===== config.mk =====
export PLATFORM = sky130hd
export DESIGN_NAME = sb_config_loader
export DESIGN_NICKNAME = d
export VERILOG_FILES = /design/src/rtl/sb_config_loader.sv
export SDC_FILE = /design/constraint.sdc
export NUM_CORES = 1
export LEC_CHECK = 0
export BUFFER_PORTS_ARGS = -buffer_cell sky130_fd_sc_hd__clkbuf_2
export CORE_UTILIZATION = 25
export DETAILED_ROUTE_END_ITERATION = 6
export PLACE_DENSITY = 0.44
export REMOVE_ABC_BUFFERS = 1
export SYNTH_ARGS = -nofsm -noshare
export SYNTH_HDL_FRONTEND = slang
export SYNTH_SLANG_ARGS = --single-unit

===== constraint.sdc =====
create_clock -name clk -period 3.3 [get_ports clk]
set_input_delay 0.165 -clock clk [delete_from_list [all_inputs] [get_ports clk]]
set_output_delay 0.165 -clock clk [all_outputs]
set_load 0.01 [all_outputs]

===== src/rtl/sb_config_loader.sv =====
// ---------------------------------------------------------------------------
// sb_config_loader
//   Serial configuration controller for a daisy chain of NUM_SB switchboxes.
//   Accepts the routing bitstream as WORD_W-bit words over a valid/ready
//   stream and shifts it MSB-first into the chain. It can then optionally
//   verify the load. Verify recirculates the whole chain once (cfg_dout is
//   fed from cfg_din) and compares the CRC-16 of the returned bits against
//   the CRC-16 of the loaded bits.
//
//   Handshake: a word transfers on a rising clk edge where word_valid and
//   word_ready are both 1. word_ready is only high in WAIT_WORD. The
//   producer may raise or drop word_valid at any time.
//
// Ports
//   clk, nrst            clock, asynchronous active-low reset
//   start, verify_en     begin a run (ignored while busy); verify_en is
//                        sampled with start
//   abort                drop back to IDLE from any busy state, no done
//   word_valid/ready     input word stream, word_data bit WORD_W-1 first
//   cfg_en, cfg_dout     shift enable and serial data to the first SB
//   cfg_din              serial data back from the last SB
//   busy, done, pass     status; done is a 1-cycle pulse
//   crc_out              CRC-16 of the loaded bitstream
//   dbg_state            current FSM state, for observation only
// ---------------------------------------------------------------------------
module sb_config_loader #(
   parameter int NUM_SB   = 4,
   parameter int SB_WIDTH = 32,
   parameter int WORD_W   = 32
) (
   input  logic              clk,
   input  logic              nrst,
   input  logic              start,
   input  logic              verify_en,
   input  logic              abort,
   input  logic              word_valid,
   input  logic [WORD_W-1:0] word_data,
   output logic              word_ready,
   output logic              cfg_en,
   output logic              cfg_dout,
   input  logic              cfg_din,
   output logic              busy,
   output logic              done,
   output logic              pass,
   output logic [15:0]       crc_out,
   output logic [2:0]        dbg_state
);

   localparam int TOTAL_BITS = NUM_SB * SB_WIDTH * 8;
   localparam int NUM_WORDS  = TOTAL_BITS / WORD_W;
   localparam int BIT_W      = (WORD_W > 1) ? $clog2(WORD_W) : 1;
   localparam int WC_W       = $clog2(NUM_WORDS + 1);
   localparam int VC_W       = $clog2(TOTAL_BITS + 1);

   localparam logic [BIT_W-1:0] LAST_BIT  = BIT_W'(WORD_W - 1);
   localparam logic [WC_W-1:0]  LAST_WORD = WC_W'(NUM_WORDS - 1);
   localparam logic [VC_W-1:0]  LAST_VBIT = VC_W'(TOTAL_BITS - 1);
   localparam logic [15:0]      CRC_INIT  = 16'hFFFF;
   localparam logic [15:0]      CRC_POLY  = 16'h1021;

   if ((TOTAL_BITS % WORD_W) != 0) begin : g_bad_cfg
      $error("sb_config_loader: TOTAL_BITS must be a multiple of WORD_W");
   end

   typedef enum logic [2:0] {
      S_IDLE      = 3'd0,
      S_WAIT_WORD = 3'd1,
      S_SHIFT     = 3'd2,
      S_VERIFY    = 3'd3,
      S_FINISH    = 3'd4
   } state_t;

   state_t            r_state;
   logic [WORD_W-1:0] r_shreg;
   logic [BIT_W-1:0]  r_bit_cnt;
   logic [WC_W-1:0]   r_word_cnt;
   logic [VC_W-1:0]   r_vcnt;
   logic [15:0]       r_crc;
   logic [15:0]       r_crc_out;
   logic              r_verify;
   logic              r_word_ready;
   logic              r_cfg_en;
   logic              r_busy;
   logic              r_done;
   logic              r_pass;

   logic              w_bit;
   logic              w_fb;
   logic [15:0]       w_crc_next;

   // Bit on the chain input this cycle: the shift register while loading,
   // the chain's own output while recirculating. Gated so the line is quiet
   // whenever the chain is not shifting.
   assign w_bit      = (r_state == S_VERIFY) ? cfg_din : r_shreg[WORD_W-1];
   assign w_fb       = r_crc[15] ^ w_bit;
   assign w_crc_next = {r_crc[14:0], 1'b0} ^ (w_fb ? CRC_POLY : 16'h0000);

   assign cfg_dout   = r_cfg_en & w_bit;
   assign word_ready = r_word_ready;
   assign cfg_en     = r_cfg_en;
   assign busy       = r_busy;
   assign done       = r_done;
   assign pass       = r_pass;
   assign crc_out    = r_crc_out;
   assign dbg_state  = r_state;

   always_ff @(posedge clk or negedge nrst) begin
      if (!nrst) begin
         r_state      <= S_IDLE;
         r_shreg      <= '0;
         r_bit_cnt    <= '0;
         r_word_cnt   <= '0;
         r_vcnt       <= '0;
         r_crc        <= CRC_INIT;
         r_crc_out    <= '0;
         r_verify     <= 1'b0;
         r_word_ready <= 1'b0;
         r_cfg_en     <= 1'b0;
         r_busy       <= 1'b0;
         r_done       <= 1'b0;
         r_pass       <= 1'b0;
      end else begin
         r_done <= 1'b0;
         if (abort && (r_state != S_IDLE)) begin
            r_state      <= S_IDLE;
            r_word_ready <= 1'b0;
            r_cfg_en     <= 1'b0;
            r_busy       <= 1'b0;
            r_pass       <= 1'b0;
         end else begin
            case (r_state)
               S_IDLE: begin
                  if (start && !abort) begin
                     r_state      <= S_WAIT_WORD;
                     r_verify     <= verify_en;
                     r_word_cnt   <= '0;
                     r_crc        <= CRC_INIT;
                     r_pass       <= 1'b0;
                     r_busy       <= 1'b1;
                     r_word_ready <= 1'b1;
                  end
               end
               S_WAIT_WORD: begin
                  if (word_valid) begin
                     r_state      <= S_SHIFT;
                     r_shreg      <= word_data;
                     r_bit_cnt    <= '0;
                     r_word_ready <= 1'b0;
                     r_cfg_en     <= 1'b1;
                  end
               end
               S_SHIFT: begin
                  r_crc     <= w_crc_next;
                  r_shreg   <= {r_shreg[WORD_W-2:0], 1'b0};
                  r_bit_cnt <= r_bit_cnt + 1'b1;
                  if (r_bit_cnt == LAST_BIT) begin
                     r_bit_cnt  <= '0;
                     r_word_cnt <= r_word_cnt + 1'b1;
                     if (r_word_cnt == LAST_WORD) begin
                        // Load complete: publish the CRC and restart it for
                        // the returned stream.
                        r_crc_out <= w_crc_next;
                        r_crc     <= CRC_INIT;
                        if (r_verify) begin
                           r_state <= S_VERIFY;
                           r_vcnt  <= '0;
                        end else begin
                           r_state  <= S_FINISH;
                           r_cfg_en <= 1'b0;
                           r_done   <= 1'b1;
                           r_pass   <= 1'b1;
                        end
                     end else begin
                        r_state      <= S_WAIT_WORD;
                        r_cfg_en     <= 1'b0;
                        r_word_ready <= 1'b1;
                     end
                  end
               end
               S_VERIFY: begin
                  r_crc  <= w_crc_next;
                  r_vcnt <= r_vcnt + 1'b1;
                  if (r_vcnt == LAST_VBIT) begin
                     // Compare using the CRC including this final bit.
                     r_state  <= S_FINISH;
                     r_cfg_en <= 1'b0;
                     r_done   <= 1'b1;
                     r_pass   <= (w_crc_next == r_crc_out);
                  end
               end
               S_FINISH: begin
                  r_state <= S_IDLE;
                  r_busy  <= 1'b0;
               end
               default: begin
                  r_state      <= S_IDLE;
                  r_word_ready <= 1'b0;
                  r_cfg_en     <= 1'b0;
                  r_busy       <= 1'b0;
               end
            endcase
         end
      end
   end

endmodule


-- Word-level counts from Yosys, hierarchy flattened
Cells that the tools add are included.
- add/sub/neg operators: 3
- equality and inequality tests: 24
- multiplexer cells: 54
- bitwise logic cells: 4
- reductions and logical operators: 24
- operators with widths (cell ; number):
    32-bit case mux with 2 select lines ; 1
    16-bit 2-to-1 mux ; 3
    16-bit case mux with 3 select lines ; 1
    11-bit 2-to-1 mux ; 3
    32-bit 2-to-1 mux ; 1
    1-bit 2-to-1 mux ; 24
    11-bit case mux with 2 select lines ; 1
    3-bit 2-to-1 mux ; 7
    3-bit inequality test (second input constant) ; 6
    16-bit equality test ; 1
    16-bit by 13-bit XOR with 16-bit output ; 1
    5-bit AND reduction ; 3
    13-bit 2-to-1 mux ; 1
    6-bit 2-to-1 mux ; 2
    3-bit case mux with 4 select lines ; 1
    6-bit case mux with 2 select lines ; 1
    4-bit AND reduction ; 3
    11-bit by 1-bit adder with 11-bit output (second input constant) ; 1
    11-bit by 10-bit equality test with 1-bit output (second input constant) ; 1
    5-bit 2-to-1 mux ; 2
    2-bit inequality test (second input constant) ; 5
    5-bit case mux with 2 select lines ; 1
    3-bit AND reduction ; 3
    1-bit case mux with 4 select lines ; 2
    25 further kinds ; 34
- register bits: 95

-- Longest topological paths before layout
Gate-level depths: netlist of run 1.
- depth after elaboration: 9
- gate-level depth with buffers: 10
- depth with buffers taken out: 8

-- Least setup slack after synthesis of run 1
OpenSTA, ideal clock, no wires.
- kind: reg-to-reg
- from: reg r_bit_cnt[0]
- to: reg r_word_cnt[3]
- library setup time: 77 ps
- arrival: 2064 ps
- required time: 3223 ps
- setup slack: 1159 ps
- stages on the path, launching flop included: 10
- period minus slack after synthesis: 2141 ps
- cell sequence: dfrtp_1 -> ha_1 -> and3_1 -> ha_1 -> clkbuf_2 -> mux2i_1 -> or4_1 -> buf_2 -> or3_1 -> a21oi_1
- word-level cells in the longest chain between the ends: 3
- RTL lines (item ; RTL line ; source):
    start: declaration ; 75 ; logic [BIT_W-1:0] r_bit_cnt;
    start signal: assignment ; 155 ; r_bit_cnt <= r_bit_cnt + 1'b1;
    5-bit equality test ; 156 ; if (r_bit_cnt == LAST_BIT) begin
    2-bit inequality test (no source line) ; -- ;
    4-bit AND reduction (no source line) ; -- ;
    end signal: assignment ; 158 ; r_word_cnt <= r_word_cnt + 1'b1;
    end: declaration ; 76 ; logic [WC_W-1:0] r_word_cnt;
No other way between the ends.
A chain may end at the register's enable or synchronous reset.

-- Final worst setup path of run 1
- from: reg r_state[2] (netlist: dbg_state[2])
- to: reg r_crc_out[5] (netlist: crc_out[5])
- word-level cells in the longest chain between the ends: 5
- elaborated cells between the ends (all ways): 10
- those cells by class: eq/ne: 2; mux: 2; bitwise: 3; reduce/logical: 3
- RTL lines (item ; RTL line ; source):
    start: declaration ; 73 ; state_t r_state;
    start signal: assignment ; 109 ; r_state <= S_IDLE;
    start signal: assignment ; 125 ; r_state <= S_IDLE;
    start signal: assignment ; 134 ; r_state <= S_WAIT_WORD;
    3-bit by 2-bit equality test with 1-bit output ; 94 ; assign w_bit = (r_state == S_VERIFY) ? cfg_din : r_shreg[WORD_W-1];
    1-bit 2-to-1 mux ; 94 ;
    1-bit XOR ; 95 ; assign w_fb = r_crc[15] ^ w_bit;
    13-bit 2-to-1 mux ; 96 ; assign w_crc_next = {r_crc[14:0], 1'b0} ^ (w_fb ? CRC_POLY : 16'h0000);
    16-bit by 13-bit XOR with 16-bit output ; 96 ;
    end signal: assignment ; 162 ; r_crc_out <= w_crc_next;
    end: declaration ; 79 ; logic [15:0] r_crc_out;
Parallel ways exist; a longest one is shown, timed or not.

==> results of run 1 <==
## final cells by class
type,count,area share (%)
clock inverters,6,1.69
multi-input cells,325,39.2
flip-flops and latches,95,42.7
clock buffers,10,4.08
well taps,229,5.11
repair buffers,71,6.78
inverters,7,0.468
## worst min-delay path by stage
stage,from,endpoint,slack [ns],cells after the start
3_5_place_dp,nrst,r_word_cnt[1],0.27,1
2_1_floorplan,nrst,busy,-0.13,0
3_3_place_gp,nrst,r_shreg[3],0.27,1
4_1_cts,verify_en,r_verify,0.03,3
6_report,verify_en,r_verify,0.05,3
5_1_grt,verify_en,r_verify,0.06,3
## worst min-delay path, cell delays in order
cell,delay [ns]
clkbuf_2,0.09
nand2_1,0.05
o21ai_0,0.06
## logic make-up (layout without fill, tap and decap cells)
group           count (synthesis)  after routing  synth area share (%)
compound gates                116            116                  15.5
xor+xnor                       22             22                  4.07
fa+ha+maj                       4              4                  1.06
buf+inv                        34             94                  3.36
flops                          95             95                  50.6
mux                            51             51                  11.2
simple gates                  132            132                  14.2
## power groups by stage
stage	Clock (mW)	Sequential, mW	Combinational (mW)
5_1_grt	1.25	1.65	0.620
6_report	1.16	1.61	0.535
2_1_floorplan	0	1.58	0.373
4_1_cts	1.19	1.61	0.549
3_3_place_gp	0	1.62	0.525
3_5_place_dp	0	1.63	0.548
## per-layer routing
layer	part of all wire [%]	vias up
li1	-	1734
met1	49	1722
met2	44	83
met3	4.9	13
met4	1.8	0
met5	0	-
## stage by stage
stage / util (%) / total power, mW / TNS [ns] / worst slack (ns) / instances
2_1_floorplan: - / 1.95 / -78.89 / -1.81 / 427
6_report: 30.7 / 3.30 / 0 / 0.743 / 743
5_1_grt: 30.7 / 3.52 / 0 / 0.568 / 743
4_1_cts: 30.7 / 3.35 / 0 / 0.767 / 743
3_5_place_dp: 28.9 / 2.18 / 0 / 0.756 / 726
3_3_place_gp: 28.9 / 2.15 / 0 / 0.790 / 726
## repair_timing
action / in CTS / in global routing
resized for setup: 0 / 0
hold buffers: 1 / 0
endpoints found under the hold margin: 48 / 0
## sequential cells by signal, summed over array words and instances, names as in the netlist, 3 cells and up
register / flops
r_vcnt: 11
crc_out: 16
r_bit_cnt: 5
r_shreg: 32
dbg_state: 3
r_word_cnt: 6
r_crc: 16
## cells in the mapped netlist, types with 5 or more instances
cell | count | area (µm²)
o22a_1 | 16 | 140
clkbuf_1 | 8 | 30.0
nor2_1 | 18 | 67.6
buf_2 | 15 | 75.1
o21ai_0 | 58 | 290
inv_1 | 7 | 26.3
xnor2_1 | 5 | 43.8
and2_1 | 6 | 37.5
dfrtp_1 | 79 | 1980
dfstp_2 | 16 | 420
nor2b_1 | 5 | 31.3
mux2_2 | 17 | 191
a21oi_1 | 10 | 50.1
nand2b_1 | 5 | 31.3
xor2_1 | 17 | 149
nand3_1 | 10 | 50.1
nand2_1 | 59 | 221
mux2i_1 | 34 | 340
==> results.md, run 1 <==
* Setup crit start kind: flop
* Max-slew headroom at 40.4%
* Met3 usage at 2.55%
* Port bufs at 63
* Crit path capture: crc_out[5]
* H-tree depth at 3
* Met1 Usage GRT at ~17%
* Leak pwr at 2.46 nW
* Source of the critical timing path: dbg_state[2]
* Pin count of the biggest net entering global routing at between 50 and 60
* Worst r2r dst: crc_out[5]
* Reg2reg start: dbg_state[2]
* Setup-failing EPs final at 0
* Row cnt at 49
* Unrepaired setup endpoints after global routing: no
* WP data required at around 3.5 ns
* Nets at between 500 and 600
* Syn Inst Count at 454
* Synth cell types at 58
* Most used DFF post-synth: dfrtp_1
* Effective utilization at floorplan at roughly 26%
* Worst slew pin tran at 0.894 ns
* First-pass GRT wire length at about 19 mm
* Filler instances at around 1900
* Pwr Density at ~600 nW/µm²
* Register area at 2400 µm²
* Number of detailed-route iterations in the first pass at 4
* Final Hold Slack at about 0.055 ns
* Worst path cell trace: nand3b_1 -> buf_4 -> mux2i_1 -> xnor2_1 -> xor2_1 -> mux2_2
* Clock skew at 0.00761 ns
* Die Footprint at slightly below 20000 µm²
* DR WL/cell at 14.9 µm
* CP max-delay cell: dfrtp_1
* Num CTS Buffers at 9
* Gr ovfl total at 0
* Critical Path Fanout Max at 24
* Antenna viol nets, final at 0
* Psw at 961 µW
* Multi-input gate area at approximately 2200 µm²
* Placer Congestion at 0.797
* Worst setup path class: reg -> reg
* VDD IR max at 0.000287 V
* Outcome: finished, final reports clean
* Max Clock Freq at 0.391 GHz
* CTS root buffer: clkbuf_16
* Vias per std cell at roughly 4.8
* Area added between synthesis and finish at 18.5%
* Vias in the first global route at 3554
* Period utilisation layout at 77.5%
* Tmin final at around 2.6 ns
* P_int at roughly 2.3 mW
* Register area share after synthesis at 50.6%
* Clk buf depth at 2
* Tightest Hold Check Type: in -> reg
* Post-synth EDFFs at 0
* Flop2flop setup slack at 0.74 ns
* Dpl hpwl at 7.56 mm
* Core ar. at 18300 µm²
* Insertion delay to the later sink of the worst-skew pair at 0.35 ns
* Routed WL at around 11 mm
* DIE WIDTH at 140 µm
* IO Pins at 64
* CP bufs+invs at 1
* Total GRT Usage at between 10% and 20%
* Crit path DAT at 2.79 ns
* Critical Path End Type: flop
* Most frequent cells in the layout: 79 x dfrtp_1, 62 x clkbuf_2, 59 x nand2_1
* Max-cap violations at 0
* Initial antenna violation count at 0
* Most used routing layer: met2
* Syn. warnings at 0
* Final hold viol count at 0
* Die height at 140 µm
* # clock sinks at 95
* Clock power frac at 35.0%
* Layout cells sized above 1 at between 20% and 30%
* Via Count at 3552
* Seq cells post-synth at 95
* Combinational power share at around 16%
* Seq pwr share at 48.8%
* Worst reg-to-reg path cell count at 6
* N_diodes at 0
* Syn Area/Cell at 10.4 µm²
* Syn Std Cell Area at 4740 µm²
* WP depth at 6
* Clk slew on worst S/H paths at 0.07 ns
* Switching power share of the total at 29.2%
* Drt drc at 0
* Largest stage delay, worst path at 0.93 ns
* Placed Area at ~5300 µm²
* Fin area at 5610 µm²
* Pins Over Slew Limit at 0
* Initial DRC Count at about 270
* Top delay family on crit path: flip-flops
* CTS tree: done
* Post-CTS setup buffer count at 0
* Met2 Resource Use GR at between 10% and 20%
* Async SR Flop Fraction at 100%
* Most common cell after layout, fill and taps aside: dfrtp_1
Power figures use the tool's default switching activity.
==> run 2, diff against run 1 <==
- ABC_AREA: unset -> 1
- clock period: 3.3 -> 2.5 ns (I/O delays scaled with it)
==> run 2 against run 1 <==
Setup slack got worse by 0.34 ns. First-iteration DRC count down 41%. Power grew 85%. Clock skew about the same. Die area grew 5.9%. Highest routed layer is now met5.
==> results.md, run 2 <==
* Outcome: finished, final reports clean
* Largest family of logic cells by synthesized area: simple AND/OR/NAND/NOR gates
* Vias in the first global route at 3974 (+12%)
* Combinational power share at 36.3% (+20 points)
* Syn Std Cell Area at 5020 µm² (+6.0%)
* Core ar. at 19600 µm² (+7.2%)
* Clock skew at 0.00752 ns (-0.0000835 ns)
* Most frequent cells in the layout: 122 x nand2_1, 98 x inv_1, 79 x dfrtp_1
* Most used standard cell by instance count after synthesis: nand2_1
* Most common cell after layout, fill and taps aside: nand2_1
* Final hold viol count at 0 (unchanged)
* Syn Area/Cell at 8.54 µm² (-18%)
* DR WL/cell at 12.6 µm (-15%)
* Port bufs at 63 (unchanged)
* Fin Setup TNS at 0 ns (unchanged)
* Layout cells sized above 1 at 23.6% (-1.3 points)
* Routed WL at 11.7 mm (+5.8%)
* Die Footprint at 20700 µm² (+5.9%)
* Seq cells post-synth at 95 (unchanged)
* Initial antenna violation count at 1 (+1)
* Area leader, netlist: dfrtp_1
* P_int at 3.76 mW (+61%)
* Max-cap violations at 0 (unchanged)
* Max-slew headroom at 51.4% (+11 points)
* Register area share after synthesis at 47.7% (-2.9 points)
* Crit path capture: crc_out[10]
* # resized after CTS at 0 (unchanged)
* Via Count at 4020 (+13%)
* Antenna viol nets, final at 0 (unchanged)
* First-pass GRT wire length at 20.0 mm (+6.1%)
* Compound-gate portion of the synthesized area at 17.4% (+1.9 points)
* Flop2flop setup slack at 0.40 ns (-0.34 ns)
* Insertion delay to the later sink of the worst-skew pair at 0.34 ns (about the same)
* Worst setup path class: reg -> reg
* Tmin final at 2.10 ns (-0.456 ns)
* Switching power share of the total at 38.3% (+9.2 points)
* Worst r2r dst: crc_out[10]
* Syn Inst Count at 588 (+30%)
* Vias per std cell at 4.35 (-9.1%)
* Post-Synth Adder-Cell Area at 0.997% (-0.060 points)
* Period utilisation layout at 84.1% (+6.6 points)
* Pwr Density at 1020 nW/µm² (+74%)
* Critical Path End Type: flop
* H-tree depth at 3 (unchanged)
* Worst reg-to-reg path cell count at 9 (+3)
* Post-Synth Simple-Gate Area at 20.2% (+6.0 points)
* Gr ovfl total at 0 (unchanged)
* Max reg flops at 32 (unchanged)
* Clock power frac at 23.7% (-11 points)
* Reg with most FFs: r_shreg
* Yosys top cell area share at 39.4% (-2.4 points)
* Final Core Density at 30.5% (-0.21 points)
* Total GRT Usage at 12.5% (+0.26 points)
* Psw at 2.34 mW (+140%)
* Num CTS Buffers at 9 (unchanged)
* Commonest cells post-synth: 122 x nand2_1, 98 x inv_1, 79 x dfrtp_1, 38 x o21ai_0, 27 x nor2_1
* Source of the critical timing path: dbg_state[2]
* Initial DRC Count at 161 (-41%)
* XOR/XNOR Fraction of Synth Area at 1.74% (-2.3 points)
* CTS root buffer: clkbuf_16
* VDD IR max at 0.000395 V (+38%)
* Setup-failing EPs final at 0 (unchanged)
* IO Pins at 64 (unchanged)
* WP data required at 2.71 ns (-0.83 ns)
* Post-place setup slack at 0.395 ns (-0.361 ns)
* Reg2reg start: dbg_state[2]
* Row cnt at 51 (+4.1%)
* Crit path DAT at 2.31 ns (-0.48 ns)
* DIE WIDTH at 144 µm (+2.9%)
* Synth cell types at 46 (-21%)
* Unrepaired setup endpoints after global routing: no
* Async SR Flop Fraction at 100% (unchanged)
* Dpl hpwl at 8.53 mm (+13%)
* Synth area leaders: dfrtp_1 39%, nand2_1 9.1%, dfstp_2 8.4%
* Clk slew on worst S/H paths at 0.07 ns (about the same)
* Leak pwr at 2.77 nW (+12%)
* N_diodes at 0 (unchanged)
* Die height at 144 µm (+2.9%)
* Pin count of the biggest net entering global routing at 53 (-1.9%)
* CTS tree: done
* Worst slew pin tran at 0.729 ns (-0.166 ns)
* Number of detailed-route iterations in the first pass at 4 (unchanged)
* Placer Congestion at 0.856 (+7.4%)
* Seq pwr share at 40.0% (-8.8 points)
* Clk buf depth at 2 (unchanged)
* Drt drc at 0 (unchanged)
* Critical Path Fanout Max at 18 (-25%)
* Post-synth EDFFs at 0 (unchanged)
* Nets at 698 (+26%)
* Post-synthesis mux area share at 1.32% (-9.9 points)
* Syn. warnings at 0 (unchanged)
* # clock sinks at 95 (unchanged)
* Setup crit start kind: flop
* Tightest Hold Check Type: in -> reg
* Final Hold Slack at 0.0396 ns (-0.0151 ns)
* Effective utilization at floorplan at 25.6% (-0.29 points)
* Max Clock Freq at 0.476 GHz (+22%)
* Most used DFF post-synth: dfrtp_1
* Setup ws final at 0.399 ns (-0.344 ns)
* Pins Over Slew Limit at 0 (unchanged)
* Area added between synthesis and finish at 19.0%
## run 2: cell count changes after synthesis, moves of 15 or more
cell     delta
nand3_1    +15
mux2i_1    -33
o22a_1     -16
o21ai_0    -20
inv_1      +91
o21ai_1    +24
nand2_1    +63
## run 2: per-stage QoR
step / power, mW / instances / cell area (µm²)
finish: 6.11 / 925 / 5980
global route: 6.65 / 925 / 5980
CTS: 6.22 / 925 / 5980
detailed placement: 4.72 / 907 / 5640
global placement: 4.67 / 907 / 5640
floorplan: 4.03 / 568 / 4900
## run 2: critical path: stages, from the launching register on
cell	delay, ns
dfrtp_1	0.54
nor2_4	0.21
nand2_4	0.09
inv_4	0.12
nand2_1	0.08
inv_2	0.11
nand3_2	0.34
buf_4	0.32
nand2_1	0.06
o21ai_0	0.09
## run 2: what timing repair did
| action | in CTS | in global routing |
|---|---|---|
| buffers inserted | 0 | 0 |
| hold endpoints to repair | 40 | 0 |
| endpoints found under the setup margin | 0 | 0 |
| hold buffers | 2 | 0 |
## run 2: metal layers
metal  vias to the layer above  GRT usage, %  part of all wire [%]
met5                         -             0                  0.11
met4                         2          3.53                   1.1
met3                        12          3.00                   3.3
met2                        60          20.4                    47
met1                      1891          16.4                    49
li1                       2055             -                     -
## run 2: worst min path at each step
stage	cells after the start	end	startpoint	slack [ns]
detailed placement	1	r_shreg[2]	nrst	0.25
finish	3	r_shreg[0]	word_data[0]	0.04
global route	3	r_shreg[0]	word_data[0]	0.04
floorplan	0	busy	nrst	-0.17
global placement	1	r_word_cnt[3]	nrst	0.24
CTS	3	r_shreg[0]	word_data[0]	0.03
## run 2: cell families after synthesis
| group | count (synthesis) |
|---|---|
| muxes | 6 |
| DFF | 95 |
| buffers and inverters | 127 |
| AOI/OAI and AO/OA | 134 |
| and+or+nand+nor | 212 |
| xor gates and xnor gates | 10 |
| adders and majority gates | 4 |
## run 2: final cells by class
| cell class | instances | area, µm² |
|---|---|---|
| flip-flops and latches | 95 | 2400 |
| inverters | 107 | 409 |
| multi-input cells | 366 | 2090 |
| well taps | 265 | 332 |
| clock buffers | 14 | 274 |
| clock inverters | 2 | 38.8 |
| fillers | 2115 | 13600 |
| repair buffers | 76 | 433 |
## run 2: power by group through the flow
stage / Sequential [mW] / Clock [mW] / Combinational, mW
4_1_cts: 2.45 / 1.51 / 2.26
3_3_place_gp: 2.46 / 0 / 2.21
2_1_floorplan: 2.39 / 0 / 1.63
5_1_grt: 2.52 / 1.56 / 2.57
6_report: 2.44 / 1.45 / 2.22
3_5_place_dp: 2.48 / 0 / 2.24
